$ cat src/rtl/fft_pkg.sv
// Shared widths, complex sample types and the 18-bit saturator for the FFT datapath.
package fft_pkg;

    localparam int DW        = 18;
    localparam int PW        = 36;
    localparam int WW        = PW + 4;
    localparam int RND_SHIFT = 17;

    typedef logic signed [DW-1:0] sample_t;
    typedef logic signed [WW-1:0] wide_t;

    typedef struct packed {
        sample_t re;
        sample_t im;
    } cplx_t;

    typedef struct packed {
        logic    ovf;
        sample_t v;
    } sat_t;

    // Half an LSB of the Q1.17 result, expressed in Q2.34 product units.
    localparam wide_t RND_HALF = wide_t'(1) << (RND_SHIFT - 1);
    localparam wide_t SAT_MAX  = wide_t'((1 << (DW - 1)) - 1);
    localparam wide_t SAT_MIN  = wide_t'(-(1 << (DW - 1)));

    function automatic sat_t sat18(input wide_t v);
        sat_t r;
        r.ovf = (v > SAT_MAX) || (v < SAT_MIN);
        if (v > SAT_MAX)
            r.v = SAT_MAX[DW-1:0];
        else if (v < SAT_MIN)
            r.v = SAT_MIN[DW-1:0];
        else
            r.v = v[DW-1:0];
        return r;
    endfunction

endpackage

$ cat src/rtl/fft_bfly_rnd_if.sv
// Butterfly stage bus: top-leg sample, multiplier product, control and both output legs.
interface fft_bfly_rnd_if;
    import fft_pkg::*;

    logic                 in_valid;
    sample_t              x_real;
    sample_t              x_imag;
    logic signed [PW-1:0] prod_real;
    logic signed [PW-1:0] prod_imag;
    logic                 scale_en;
    logic                 ovf_clr;
    logic                 out_valid;
    sample_t              a_real;
    sample_t              a_imag;
    sample_t              b_real;
    sample_t              b_imag;
    logic                 ovf_sticky;

    modport master (
        output in_valid, x_real, x_imag, prod_real, prod_imag, scale_en, ovf_clr,
        input  out_valid, a_real, a_imag, b_real, b_imag, ovf_sticky
    );

    modport slave (
        input  in_valid, x_real, x_imag, prod_real, prod_imag, scale_en, ovf_clr,
        output out_valid, a_real, a_imag, b_real, b_imag, ovf_sticky
    );

endinterface

$ cat src/rtl/fft_rnd_sat.sv
// One real component: optional round-half-up right shift, then saturate to 18 bits.
module fft_rnd_sat
    import fft_pkg::*;
#(
    parameter int    IW    = PW,
    parameter int    SHIFT = 0,
    parameter wide_t HALF  = '0
) (
    input  logic signed [IW-1:0] din,
    output sample_t              dout,
    output logic                 ovf
);

    wide_t ext;
    wide_t rnd;
    sat_t  res;

    // Working width leaves headroom so the rounding add can never wrap.
    assign ext  = wide_t'(din);
    assign rnd  = (ext + HALF) >>> SHIFT;
    assign res  = sat18(rnd);
    assign dout = res.v;
    assign ovf  = res.ovf;

endmodule

$ cat src/rtl/fft_bfly_rnd.sv
// Radix-2 DIT butterfly behind the complex multiplier: round/saturate W*y, then x +/- W*y.
module fft_bfly_rnd
    import fft_pkg::*;
#(
    parameter int DW      = fft_pkg::DW,
    parameter int PW      = fft_pkg::PW,
    parameter int MUL_LAT = 2
) (
    input  logic          clock,
    input  logic          reset_n,
    fft_bfly_rnd_if.slave bus
);

    // x / scale / valid delay line matching the multiplier latency
    logic [MUL_LAT-1:0] vld_pipe;
    logic [MUL_LAT-1:0] scl_pipe;
    cplx_t              x_pipe [MUL_LAT];

    always_ff @(posedge clock) begin
        if (!reset_n)
            vld_pipe <= '0;
        else
            vld_pipe <= (vld_pipe << 1) | MUL_LAT'(bus.in_valid);
    end

    always_ff @(posedge clock) begin
        if (bus.in_valid) begin
            x_pipe[0]   <= '{re: bus.x_real, im: bus.x_imag};
            scl_pipe[0] <= bus.scale_en;
        end
        for (int i = 1; i < MUL_LAT; i++) begin
            if (vld_pipe[i-1]) begin
                x_pipe[i]   <= x_pipe[i-1];
                scl_pipe[i] <= scl_pipe[i-1];
            end
        end
    end

    logic    vld_m;
    logic    scl_m;
    cplx_t   x_m;
    sample_t pr_re, pr_im;
    logic    ovf_pre, ovf_pim;

    assign vld_m = vld_pipe[MUL_LAT-1];
    assign scl_m = scl_pipe[MUL_LAT-1];
    assign x_m   = x_pipe[MUL_LAT-1];

    fft_rnd_sat #(.IW(PW), .SHIFT(RND_SHIFT), .HALF(RND_HALF)) u_rnd_re (
        .din(bus.prod_real), .dout(pr_re), .ovf(ovf_pre)
    );
    fft_rnd_sat #(.IW(PW), .SHIFT(RND_SHIFT), .HALF(RND_HALF)) u_rnd_im (
        .din(bus.prod_imag), .dout(pr_im), .ovf(ovf_pim)
    );

    // Stage R registers
    logic  vld_r, scl_r, ovf_r;
    cplx_t p_r, x_r;

    always_ff @(posedge clock) begin
        if (!reset_n) begin
            vld_r <= 1'b0;
            ovf_r <= 1'b0;
        end else begin
            vld_r <= vld_m;
            ovf_r <= vld_m & (ovf_pre | ovf_pim);
        end
    end

    always_ff @(posedge clock) begin
        if (vld_m) begin
            p_r   <= '{re: pr_re, im: pr_im};
            x_r   <= x_m;
            scl_r <= scl_m;
        end
    end

    // Stage B: 0 = a.re, 1 = a.im, 2 = b.re, 3 = b.im
    logic signed [DW:0] bf_v   [4];
    sample_t            bf_sat [4];
    sample_t            bf_scl [4];
    logic [3:0]         bf_ovf;

    always_comb begin
        bf_v[0] = {x_r.re[DW-1], x_r.re} + {p_r.re[DW-1], p_r.re};
        bf_v[1] = {x_r.im[DW-1], x_r.im} + {p_r.im[DW-1], p_r.im};
        bf_v[2] = {x_r.re[DW-1], x_r.re} - {p_r.re[DW-1], p_r.re};
        bf_v[3] = {x_r.im[DW-1], x_r.im} - {p_r.im[DW-1], p_r.im};
    end

    for (genvar g = 0; g < 4; g++) begin : g_bf
        fft_rnd_sat #(.IW(DW + 1), .SHIFT(0), .HALF('0)) u_sat (
            .din(bf_v[g]), .dout(bf_sat[g]), .ovf(bf_ovf[g])
        );
        // Halving a 19-bit sum with round-half-up always lands inside 18 bits.
        assign bf_scl[g] = sample_t'((bf_v[g] + (DW + 1)'(1)) >>> 1);
    end

    logic ovf_b;

    always_ff @(posedge clock) begin
        if (!reset_n) begin
            bus.out_valid <= 1'b0;
            ovf_b         <= 1'b0;
            bus.a_real    <= '0;
            bus.a_imag    <= '0;
            bus.b_real    <= '0;
            bus.b_imag    <= '0;
        end else begin
            bus.out_valid <= vld_r;
            ovf_b         <= vld_r & ~scl_r & (|bf_ovf);
            if (vld_r) begin
                bus.a_real <= scl_r ? bf_scl[0] : bf_sat[0];
                bus.a_imag <= scl_r ? bf_scl[1] : bf_sat[1];
                bus.b_real <= scl_r ? bf_scl[2] : bf_sat[2];
                bus.b_imag <= scl_r ? bf_scl[3] : bf_sat[3];
            end
        end
    end

    // Clear has priority over an event landing in the same cycle.
    always_ff @(posedge clock) begin
        if (!reset_n)
            bus.ovf_sticky <= 1'b0;
        else
            bus.ovf_sticky <= (bus.ovf_sticky | ovf_r | ovf_b) & ~bus.ovf_clr;
    end

endmodule

$ cat src/flat_wrapper.sv
// flat-port wrapper written by rule: the top's interface ports become plain ports
module fft_bfly_rnd_flat import fft_pkg::*;
#(
    parameter int DW      = fft_pkg::DW,
    parameter int PW      = fft_pkg::PW,
    parameter int MUL_LAT = 2
)
  (clock, reset_n, bus_in_valid, bus_x_real, bus_x_imag, bus_prod_real, bus_prod_imag, bus_scale_en, bus_ovf_clr, bus_out_valid, bus_a_real, bus_a_imag, bus_b_real, bus_b_imag, bus_ovf_sticky);
  fft_bfly_rnd_if bus_i ();
  input  logic clock;
  input  logic reset_n;
  input wire logic [$bits(bus_i.in_valid)-1:0] bus_in_valid;
  input wire logic [$bits(bus_i.x_real)-1:0] bus_x_real;
  input wire logic [$bits(bus_i.x_imag)-1:0] bus_x_imag;
  input wire logic [$bits(bus_i.prod_real)-1:0] bus_prod_real;
  input wire logic [$bits(bus_i.prod_imag)-1:0] bus_prod_imag;
  input wire logic [$bits(bus_i.scale_en)-1:0] bus_scale_en;
  input wire logic [$bits(bus_i.ovf_clr)-1:0] bus_ovf_clr;
  output wire logic [$bits(bus_i.out_valid)-1:0] bus_out_valid;
  output wire logic [$bits(bus_i.a_real)-1:0] bus_a_real;
  output wire logic [$bits(bus_i.a_imag)-1:0] bus_a_imag;
  output wire logic [$bits(bus_i.b_real)-1:0] bus_b_real;
  output wire logic [$bits(bus_i.b_imag)-1:0] bus_b_imag;
  output wire logic [$bits(bus_i.ovf_sticky)-1:0] bus_ovf_sticky;
  assign bus_i.in_valid = bus_in_valid;
  assign bus_i.x_real = bus_x_real;
  assign bus_i.x_imag = bus_x_imag;
  assign bus_i.prod_real = bus_prod_real;
  assign bus_i.prod_imag = bus_prod_imag;
  assign bus_i.scale_en = bus_scale_en;
  assign bus_i.ovf_clr = bus_ovf_clr;
  assign bus_out_valid = bus_i.out_valid;
  assign bus_a_real = bus_i.a_real;
  assign bus_a_imag = bus_i.a_imag;
  assign bus_b_real = bus_i.b_real;
  assign bus_b_imag = bus_i.b_imag;
  assign bus_ovf_sticky = bus_i.ovf_sticky;
  fft_bfly_rnd #(.DW(DW), .PW(PW), .MUL_LAT(MUL_LAT)) u_core (.clock(clock), .reset_n(reset_n), .bus(bus_i));
endmodule
$ cat config.mk
export PLATFORM = sky130hd
export DESIGN_NAME = fft_bfly_rnd_flat
export DESIGN_NICKNAME = d
export VERILOG_FILES = /design/src/rtl/fft_pkg.sv /design/src/rtl/fft_bfly_rnd_if.sv /design/src/rtl/fft_rnd_sat.sv /design/src/rtl/fft_bfly_rnd.sv /design/src/flat_wrapper.sv
export SDC_FILE = /design/constraint.sdc
export NUM_CORES = 1
export LEC_CHECK = 0
export ABC_AREA = 0
export BUFFER_PORTS_ARGS = -buffer_cell sky130_fd_sc_hd__buf_2
export CORE_MARGIN = 2
export CORE_UTILIZATION = 50
export DETAILED_ROUTE_END_ITERATION = 10
export GPL_TIMING_DRIVEN = 0
export PLACE_DENSITY = 0.84
export SLEW_MARGIN = 20
export SYNTH_ARGS = -nofsm -noshare
export SYNTH_HDL_FRONTEND = slang
export SYNTH_HIERARCHICAL = 1
export SYNTH_SLANG_ARGS = --single-unit
$ cat constraint.sdc
create_clock -name clock -period 3.3 [get_ports clock]
set_input_delay 0.165 -clock clock [delete_from_list [all_inputs] [get_ports clock]]
set_output_delay 0.165 -clock clock [all_outputs]
set_load 0.005 [all_outputs]
==> After elaboration in Yosys (flattened, before gate mapping) <==
Memories as Yosys holds them, arrays and structs flattened. A register that Yosys moved wholly into a read port is not among the register bits.
Index checks and enable logic that the tools add are counted.
{ "classes": {"n_mux": 18, "n_lt_le_gt_ge": 12, "n_reduce_logical": 7, "n_addsub": 10, "n_bitwise": 10} }
{ "ops": {"columns": ["op", "n"], "rows": [
  ["$mux 18", 14],
  ["$add 19x2->19 const B", 4],
  ["$gt 19x18->1 const B", 4],
  ["$lt 19x18->1 const B", 4],
  ["$add 36x18->37 const B", 2],
  ["$gt 20x18->1 const B", 2],
  ["$lt 20x18->1 const B", 2],
  ["$add 18x18->19", 2],
  ["$sub 18x18->19", 2],
  ["$logic_or 1x1->1", 6],
  ["$and 1x1->1", 4],
  ["$mux 1", 4],
  ["$reduce_or 4->1", 1],
  ["$or 1x1->1", 3],
  ["$not 1->1", 2],
  ["$or 2x1->2", 1]
]} }
{ "totals": {"word_cells": 73, "mem_bits_rw": 72, "in_bits": 113, "mem_count": 1, "ff_bits": 118, "out_inout_bits": 74} }
{ "mem_list": {"columns": ["memory", "depth", "width", "rd", "rd_clocked_by_memory_dff", "write_ports", "line_no", "rtl"], "rows": [
  ["u_core.x_pipe", 2, 36, 2, 1, 2, "fft_bfly_rnd.sv:17", "cplx_t x_pipe [MUL_LAT];"]
]} }

==> Longest topological paths before layout <==
Gate-level depths: netlist of run 1.
{ "logic_depth": {"depth_word": 5, "mapped_depth": 17} }

==> Modules after synthesis <==
The synthesis of run 1 kept the hierarchy.
{ "by_module_without_submodules": {"columns": ["mod", "cells_each", "n_inst", "area_per_inst_um2"], "rows": [
  ["fft_bfly_rnd", 1329, 1, 13339.0],
  ["fft_rnd_sat at u_core.u_rnd_im ...", 140, 2, 939.7],
  ["fft_rnd_sat at u_core.g_bf[0].u_sat ...", 23, 4, 226.5]
]} }

==> Worst setup path before layout of run 1 <==
OpenSTA, ideal clock, no wires.
{ "synth_path": {"path_kind": "register to register", "from": "reg u_core/p_r[0] (netlist bit)", "to": "reg u_core.bus.b_imag[9]", "path_stages_with_launch": 16, "arrival_time_ps": 3225, "synth_period_minus_slack_ps": 3295, "path_slack_ps": 5, "path_buffers": 1, "required_time_ps": 3229, "setup_ps": 71, "cell_sequence": "edfxtp_1 -> ha_1 -> fa_1 -> nand2b_1 -> a211o_1 -> a21bo_2 -> a21oi_1 -> o21ba_2 -> nor3_1 -> mux2_2 -> inv_2 -> buf_6 -> maj3_2 -> nor2_1 -> a311o_1 -> a21oi_1"} }
{ "synth_lines": {"columns": ["element", "line_no", "rtl"], "rows": [
  ["start, declared", "fft_bfly_rnd.sv:58", "cplx_t p_r, x_r;"],
  ["start signal, assigned", "fft_bfly_rnd.sv:72", "p_r <= '{re: pr_re, im: pr_im};"],
  ["end signal, assigned", "fft_bfly_rnd.sv:116", "bus.b_imag <= scl_r ? bf_scl[3] : bf_sat[3];"],
  ["end, declared", "fft_bfly_rnd_if.sv:26", "output out_valid, a_real, a_imag, b_real, b_imag, ovf_sticky"]
]} }

==> results of run 1 <==
placed cells by master (no fill, tap or decap), types with 10 or more instances in the layout:
cell and count:
buf_6 32, nor2_1 129, a21oi_2 22, inv_1 93, maj3_2 63, xnor2_2 17
o21ai_1 19, nor3_1 48, nand4_1 24, nor3_2 14, mux2i_1 15, dfxtp_1 77
o21ai_0 54, and3_1 13, o21a_1 13, nand2_1 80, ha_1 62, xnor2_1 58
nor2b_1 13, nand2b_1 16, dlygate4sd3_1 38, clkbuf_16 29, a31oi_1 13, o22ai_1 11
a21o_1 15, buf_2 155, xor2_1 47, nor4_1 15, buf_4 99, clkbuf_1 51
a211oi_2 19, nand3_1 49, o21ai_2 11, a211oi_1 23, o211ai_1 15, nor2_2 14
a21oi_1 96, edfxtp_1 147, inv_2 10
cell usage after synthesis, types with 18 or more instances:
cell,instances,area [sq um]
ha_1,78,976
edfxtp_1,147,4410
xor2_1,49,429
xnor2_1,71,622
nor3_1,60,300
nor4_1,18,113
nor2b_1,19,119
clkbuf_1,55,206
o21ai_0,70,350
a211oi_1,44,330
nor2_1,148,556
maj3_2,40,450
nand2_1,80,300
a21oi_1,121,606
inv_1,98,368
mux2i_1,23,230
maj3_1,28,280
nand4_1,24,150
dfxtp_1,79,1580
nand3_1,52,260
layer usage:
metal  vias up  global-route usage, %
li1       6954                      -
met1      7280                   40.3
met2       859                   42.3
met3       129                   5.39
met4         0                   8.48
met5         -                      0
power breakdown:
group / total [mW] / internal (mW) / leakage [nW] / switching (mW)
clock network: 2.94 / 1.73 / 0.419 / 1.21
logic: 1.50 / 0.655 / 5.57 / 0.841
registers: 3.22 / 3.16 / 2.02 / 0.0613
total: 7.66 / 5.54 / 8.02 / 2.11
flip-flops by register name (all words and copies together) (netlist names):
register               flops
u_core/bus.ovf_sticky      1
u_core/vld_pipe            2
u_core/vld_r               1
u_core/scl_pipe            2
u_core/bus.b_real         18
u_core/x_r                36
u_core/ovf_r               1
u_core/scl_r               1
u_core/bus.a_real         18
u_core/x_pipe             72
u_core/p_r                36
u_core/bus.a_imag         18
u_core/ovf_b               1
u_core/bus.b_imag         18
u_core/bus.out_valid       1
area by class of cell:
cell class / count / area [sq um] / area share (%)
plain buffers: 93 / 622 / 2.97
clock buffers: 30 / 687 / 3.28
clock inverters: 16 / 175 / 0.835
inverters: 107 / 419 / 2.00
multi-input cells: 1270 / 10400 / 49.5
flip-flops and latches: 226 / 6000 / 28.6
well taps: 402 / 503 / 2.40
repair buffers: 305 / 2190 / 10.4
critical path, cell delays in order, from the launching register on:
cell,delay (ps)
edfxtp_1,440
buf_4,160
buf_4,130
fa_2,420
xnor2_1,500
nand2_1,140
nor2_1,350
nand2_1,220
and4b_4,420
nor4b_4,280
nand4_1,170
a32o_1,300
per-stage QoR:
stage               worst slack [ps]  cells  hold WS (ps)
CTS                             -179   2397          85.7
floorplan                       4.88   1701           244
detailed placement              -927   2256           339
global placement                -867   2254           335
finish                          -346   2449          90.4
global route                    -566   2449           123
what timing repair did:
item	4_1_cts	5_1_grt
endpoints found under the setup margin	73	73
hold buffers	38	0
cloned	3	2
buffers inserted	55	55
hold endpoints to repair	38	0
gates resized for setup	139	197
pin swaps	81	141
logic make-up after synthesis:
family	share of synthesized area (%)
xor gates and xnor gates	7.02
DFF	37.2
adders and majority gates	11.1
buffers and inverters	5.79
and+or+nand+nor	18.1
muxes	1.68
AOI/OAI and AO/OA	19.1
worst paths after layout:
check,startpoint,to,slack [ps]
setup / recovery,u_core/p_r[1],u_core/bus.a_imag[17],-350
hold / removal,bus_prod_imag[29],u_core/p_r[12],90
setup reg to reg,u_core/p_r[1],u_core/bus.a_imag[17],-350
hold reg to reg,u_core/x_pipe[1][3],u_core/x_r[3],410
==> results.sh, run 1 <==
export IMPL_io_buffer_count=151
export IMPL_crit_path_end_kind="flip-flop"
export IMPL_clock_skew_ps=23.6
export IMPL_cts_tree="done"
export IMPL_status="finished with violations"
export IMPL_top_layer="met4"
export IMPL_cts_made_buffers=26
export IMPL_p_per_area_nw_per_um2=365
export IMPL_ir_drop_mv=0.376
export IMPL_synthDistinctLibCells=122
export IMPL_grt_pass1_vias=14000
export IMPL_via_per_inst=6.22
export IMPL_p_leak_nw=8.02
export IMPL_final_period_utilization_pct=110
export IMPL_synth_edff_count=147
export IMPL_num_nets_final=2224
export IMPL_initial_core_util_pct=51.0
export IMPL_clock_root_buffer="clkbuf_16"
export IMPL_clkTransAtPathRegs_ps=70
export IMPL_worst_slew_pin_slew_ps=1040
export IMPL_die_y_um=184
export IMPL_drt_iter0_markers=1692
export IMPL_boundaryPins=187
export IMPL_grt_pass1_wl_um=75100
export IMPL_required_ps=3730
export IMPL_syn_num_nets=1896
export IMPL_ys_ff_latch=226
export IMPL_cap_violations=0
export IMPL_cp_arrival_ps=4080
export IMPL_grt_start_max_net_pins=39
export IMPL_rsz0062_at_grt="yes"
export IMPL_worst_slack_ps=-346
export IMPL_grt_use_total_pct=27.9
export IMPL_routed_wl_um=50900
export IMPL_crit_fanout=4
export IMPL_area_growth_pct=30.1
export IMPL_first_pass_iters=8
export IMPL_wl_met1_um=21800
export IMPL_die_area_sq_um=33700
export IMPL_failed_checks="DRC, setup timing"
export IMPL_wl_per_cell_um=20.8
export IMPL_htreeDepth=1
export IMPL_finalInstanceArea_sq_um=21000
export IMPL_nFillCells=2326
export IMPL_start_kind="flip-flop"
export IMPL_antenna_found_initial=0
export IMPL_ys_async_sr_fraction_pct=0
export IMPL_synthCells=1701
export IMPL_avgSynthCellArea_sq_um=9.48
export IMPL_setup_viol=53
export IMPL_cts_sinks=226
export IMPL_drc=1
export IMPL_routed_wl_met2_um=22200
export IMPL_clock_latency_ps=550
export IMPL_hold_violations=0
export IMPL_hp_class="input pin to flip-flop"
export IMPL_die_width_um=184
export IMPL_tns_ps=-5740
export IMPL_grt_overflow=0
export IMPL_synth_ff_type="edfxtp_1"
export IMPL_fmax_mhz=274
export IMPL_period_minus_slack_ps=3650
export IMPL_antenna_cells=0
export IMPL_slew_viol_final=0
export IMPL_clockBufferDepth=3
export IMPL_core_area_sq_um=31600
export IMPL_ys_warn_count=6
export IMPL_dpl_cell_area_sq_um=17400
export IMPL_fin_total_pwr_mw=7.66
export IMPL_holdPathStages=3
export IMPL_place_hpwl_um=34500
export IMPL_dr_wl_met3_um=5240
export IMPL_r2r_cells=11
export IMPL_synth_seq_area_share_pct=37.2
export IMPL_criticalPathCategory="flip-flop to flip-flop"
export IMPL_ant_nets=0
export IMPL_final_util_pct=66.3
export IMPL_drive_gt1_share_pct=33.4
export IMPL_synthesis_area_sq_um=16100
export IMPL_routabilityCongestion=0.937
export IMPL_vias=15200
export IMPL_rows=65
export IMPL_relSlewSlack_pct=30.6
Power figures use the tool's default switching activity.
==> inputs of run 2 (changes only) <==
--- a/config.mk
+++ b/config.mk
@@ -11,7 +11,7 @@
 export CORE_UTILIZATION = 50
 export DETAILED_ROUTE_END_ITERATION = 10
 export GPL_TIMING_DRIVEN = 0
-export PLACE_DENSITY = 0.84
+export PLACE_DENSITY = 0.81
 export SLEW_MARGIN = 20
 export SYNTH_ARGS = -nofsm -noshare
 export SYNTH_HDL_FRONTEND = slang
==> constraint.sdc (replaced) <==
create_clock -name clock -period 3.9 [get_ports clock]
set_input_delay 0.195 -clock clock [delete_from_list [all_inputs] [get_ports clock]]
set_output_delay 0.195 -clock clock [all_outputs]
set_load 0.005 [all_outputs]
==> run 2 against run 1 <==
  * The flow now finishes without violations
  * Setup slack improved by 420 ps
  * Core utilization decreased by 6.7 points
  * First-iteration DRC count decreased by 21%
  * Wire length decreased by 11%
  * Clock power decreased by 18%
  * Highest routed layer unchanged
  * Non-clock buffer count decreased by 101
==> results.sh, run 2 (synthesis results as in run 1) <==
export IMPL_antenna_cells=0
export IMPL_top_register="u_core/x_pipe"
export IMPL_cp_num_cells=15
export IMPL_slowest_delay_ps=470
export IMPL_required_ps=4320
export IMPL_clkTransAtPathRegs_ps=60
export IMPL_grt_overflow=0
export IMPL_setup_viol=0
export IMPL_timing_rr_start="u_core/p_r[19]"
export IMPL_rrSetupSlack_ps=70
export IMPL_worst_slack_ps=69.9
export IMPL_clock_skew_ps=31.4
export IMPL_slew_viol_final=0
export IMPL_stdcell_count=2350
export IMPL_cts_made_buffers=26
export IMPL_io_buffer_count=151
export IMPL_largestRegisters="u_core/x_pipe x72, u_core/p_r x36, u_core/x_r x36"
export IMPL_place_hpwl_um=34500
export IMPL_holdPathStages=3
export IMPL_fin_total_pwr_mw=6.14
export IMPL_ant_nets=0
export IMPL_clockBufferDepth=3
export IMPL_clock_latency_ps=550
export IMPL_start_kind="flip-flop"
export IMPL_period_minus_slack_ps=3830
export IMPL_r2r_end="u_core/bus.b_real[10]"
export IMPL_cts_sinks=226
export IMPL_cp_top_family="compound AO/OA/AOI/OAI gates"
export IMPL_die_width_um=184
export IMPL_routabilityCongestion=0.936
export IMPL_hp_start="bus_prod_imag[34]"
export IMPL_largest_reg_flops=72
export IMPL_relSlewSlack_pct=30.7
export IMPL_place_ws_ps=-439
export IMPL_vias=14300
export IMPL_cp_cell_sequence="inv_1 > ha_1 > nor2b_1 > o31a_1 > o211a_1 > o211ai_1 > a21oi_1 > mux2i_1 > o2111ai_2 > buf_4 > buf_6 > maj3_2 > nor2_1 > a211oi_1 > a31o_1"
export IMPL_boundaryPins=187
export IMPL_dpl_cell_area_sq_um=17400
export IMPL_cts_tree="done"
export IMPL_grt_pass1_wl_um=70900
export IMPL_first_pass_iters=6
export IMPL_final_period_utilization_pct=98.2
export IMPL_grt_start_max_net_pins=41
export IMPL_fmax_mhz=261
export IMPL_grt_pass1_vias=13300
export IMPL_initial_core_util_pct=51.0
export IMPL_htreeDepth=1
export IMPL_path_buf_inv=3
export IMPL_min_to="u_core/p_r[16]"
export IMPL_antenna_found_initial=0
export IMPL_routed_wl_um=45500
export IMPL_die_y_um=184
export IMPL_clock_root_buffer="clkbuf_16"
export IMPL_p_per_area_nw_per_um2=326
export IMPL_grt_use_total_pct=26.4
export IMPL_wl_per_cell_um=19.4
export IMPL_cap_violations=0
export IMPL_drc=0
export IMPL_area_growth_pct=17.0
export IMPL_crit_path_end_kind="flip-flop"
export IMPL_status="complete, no violations"
export IMPL_via_per_inst=6.08
export IMPL_die_area_sq_um=33700
export IMPL_core_area_sq_um=31600
export IMPL_place_inst=2256
export IMPL_hp_class="input pin to flip-flop"
export IMPL_criticalPathCategory="flip-flop to flip-flop"
export IMPL_r2r_cells=15
export IMPL_cp_arrival_ps=4250
export IMPL_p_leak_nw=7.25
export IMPL_final_cell_mix="buf_2, nor2_1, edfxtp_1"
export IMPL_drt_iter0_markers=1330
export IMPL_worst_slew_pin_slew_ps=1040
export IMPL_ir_drop_mv=0.284
export IMPL_crit_slowest_cell="edfxtp_1"
export IMPL_drive_gt1_share_pct=20.5
export IMPL_crit_fanout=10
export IMPL_rows=65
export IMPL_hold_violations=0
export IMPL_finalInstanceArea_sq_um=18900
export IMPL_layout_commonest_cell="buf_2"
export IMPL_num_nets_final=2123
[run 2: final cells by class]
cell class | count | area [sq um]
Sequential cell | 226 | 6000
Fill cell | 2649 | 12800
Clock buffer | 31 | 693
Buffer | 97 | 538
Clock inverter | 17 | 161
Timing Repair Buffer | 200 | 1250
Tap cell | 402 | 503
Inverter | 107 | 407
Multi-Input combinational cell | 1270 | 9310
[run 2: what timing repair did]
item | in CTS | in global routing
endpoints found under the hold margin | 38 | 0
endpoints found under the setup margin | 20 | 41
hold buffers | 38 | 0
pin swaps | 0 | 9
resized for setup | 10 | 22
buffers inserted | 0 | 9
[run 2: worst register-to-register path: cells and delay by family, from the launching register on]
family	cells	cell delay, ps
buf+inv	3	530
mux	1	230
compound gates	7	1680
flops	1	470
simple gates	2	240
fa+ha+maj	2	550
[run 2: layer usage]
metal	global-route usage (%)	wire (um)
met5	0	0
met4	8.03	1210
met3	4.64	4050
met2	41.0	19700
met1	37.7	20600
[run 2: stage by stage]
step                utilization [%]  TNS, ps  hold WS [ps]
finish                         59.6        0           108
global route                   59.6    -73.4           110
CTS                            59.1        0          84.4
detailed placement             55.1    -3090           373
global placement               54.9    -2330           371
floorplan                         -        0           274
[run 2: worst max path at each step]
stage                            end  slack [ps]           start
2_1_floorplan   u_core/bus.b_imag[9]         600   u_core/p_r[0]
3_3_place_gp   u_core/bus.a_real[12]        -380  u_core/p_r[18]
3_5_place_dp   u_core/bus.a_real[12]        -440  u_core/p_r[18]
4_1_cts                 u_core/ovf_b           4   u_core/p_r[1]
5_1_grt         u_core/bus.a_imag[7]         -50   u_core/p_r[2]
6_report       u_core/bus.b_real[10]          70  u_core/p_r[19]
[run 2: report_power, final]
group | leakage, nW | switching, mW | internal, mW | total (mW)
Sequential | 2.02 | 0.0554 | 2.67 | 2.73
Combinational | 4.81 | 0.600 | 0.409 | 1.01
Clock | 0.421 | 0.997 | 1.41 | 2.41
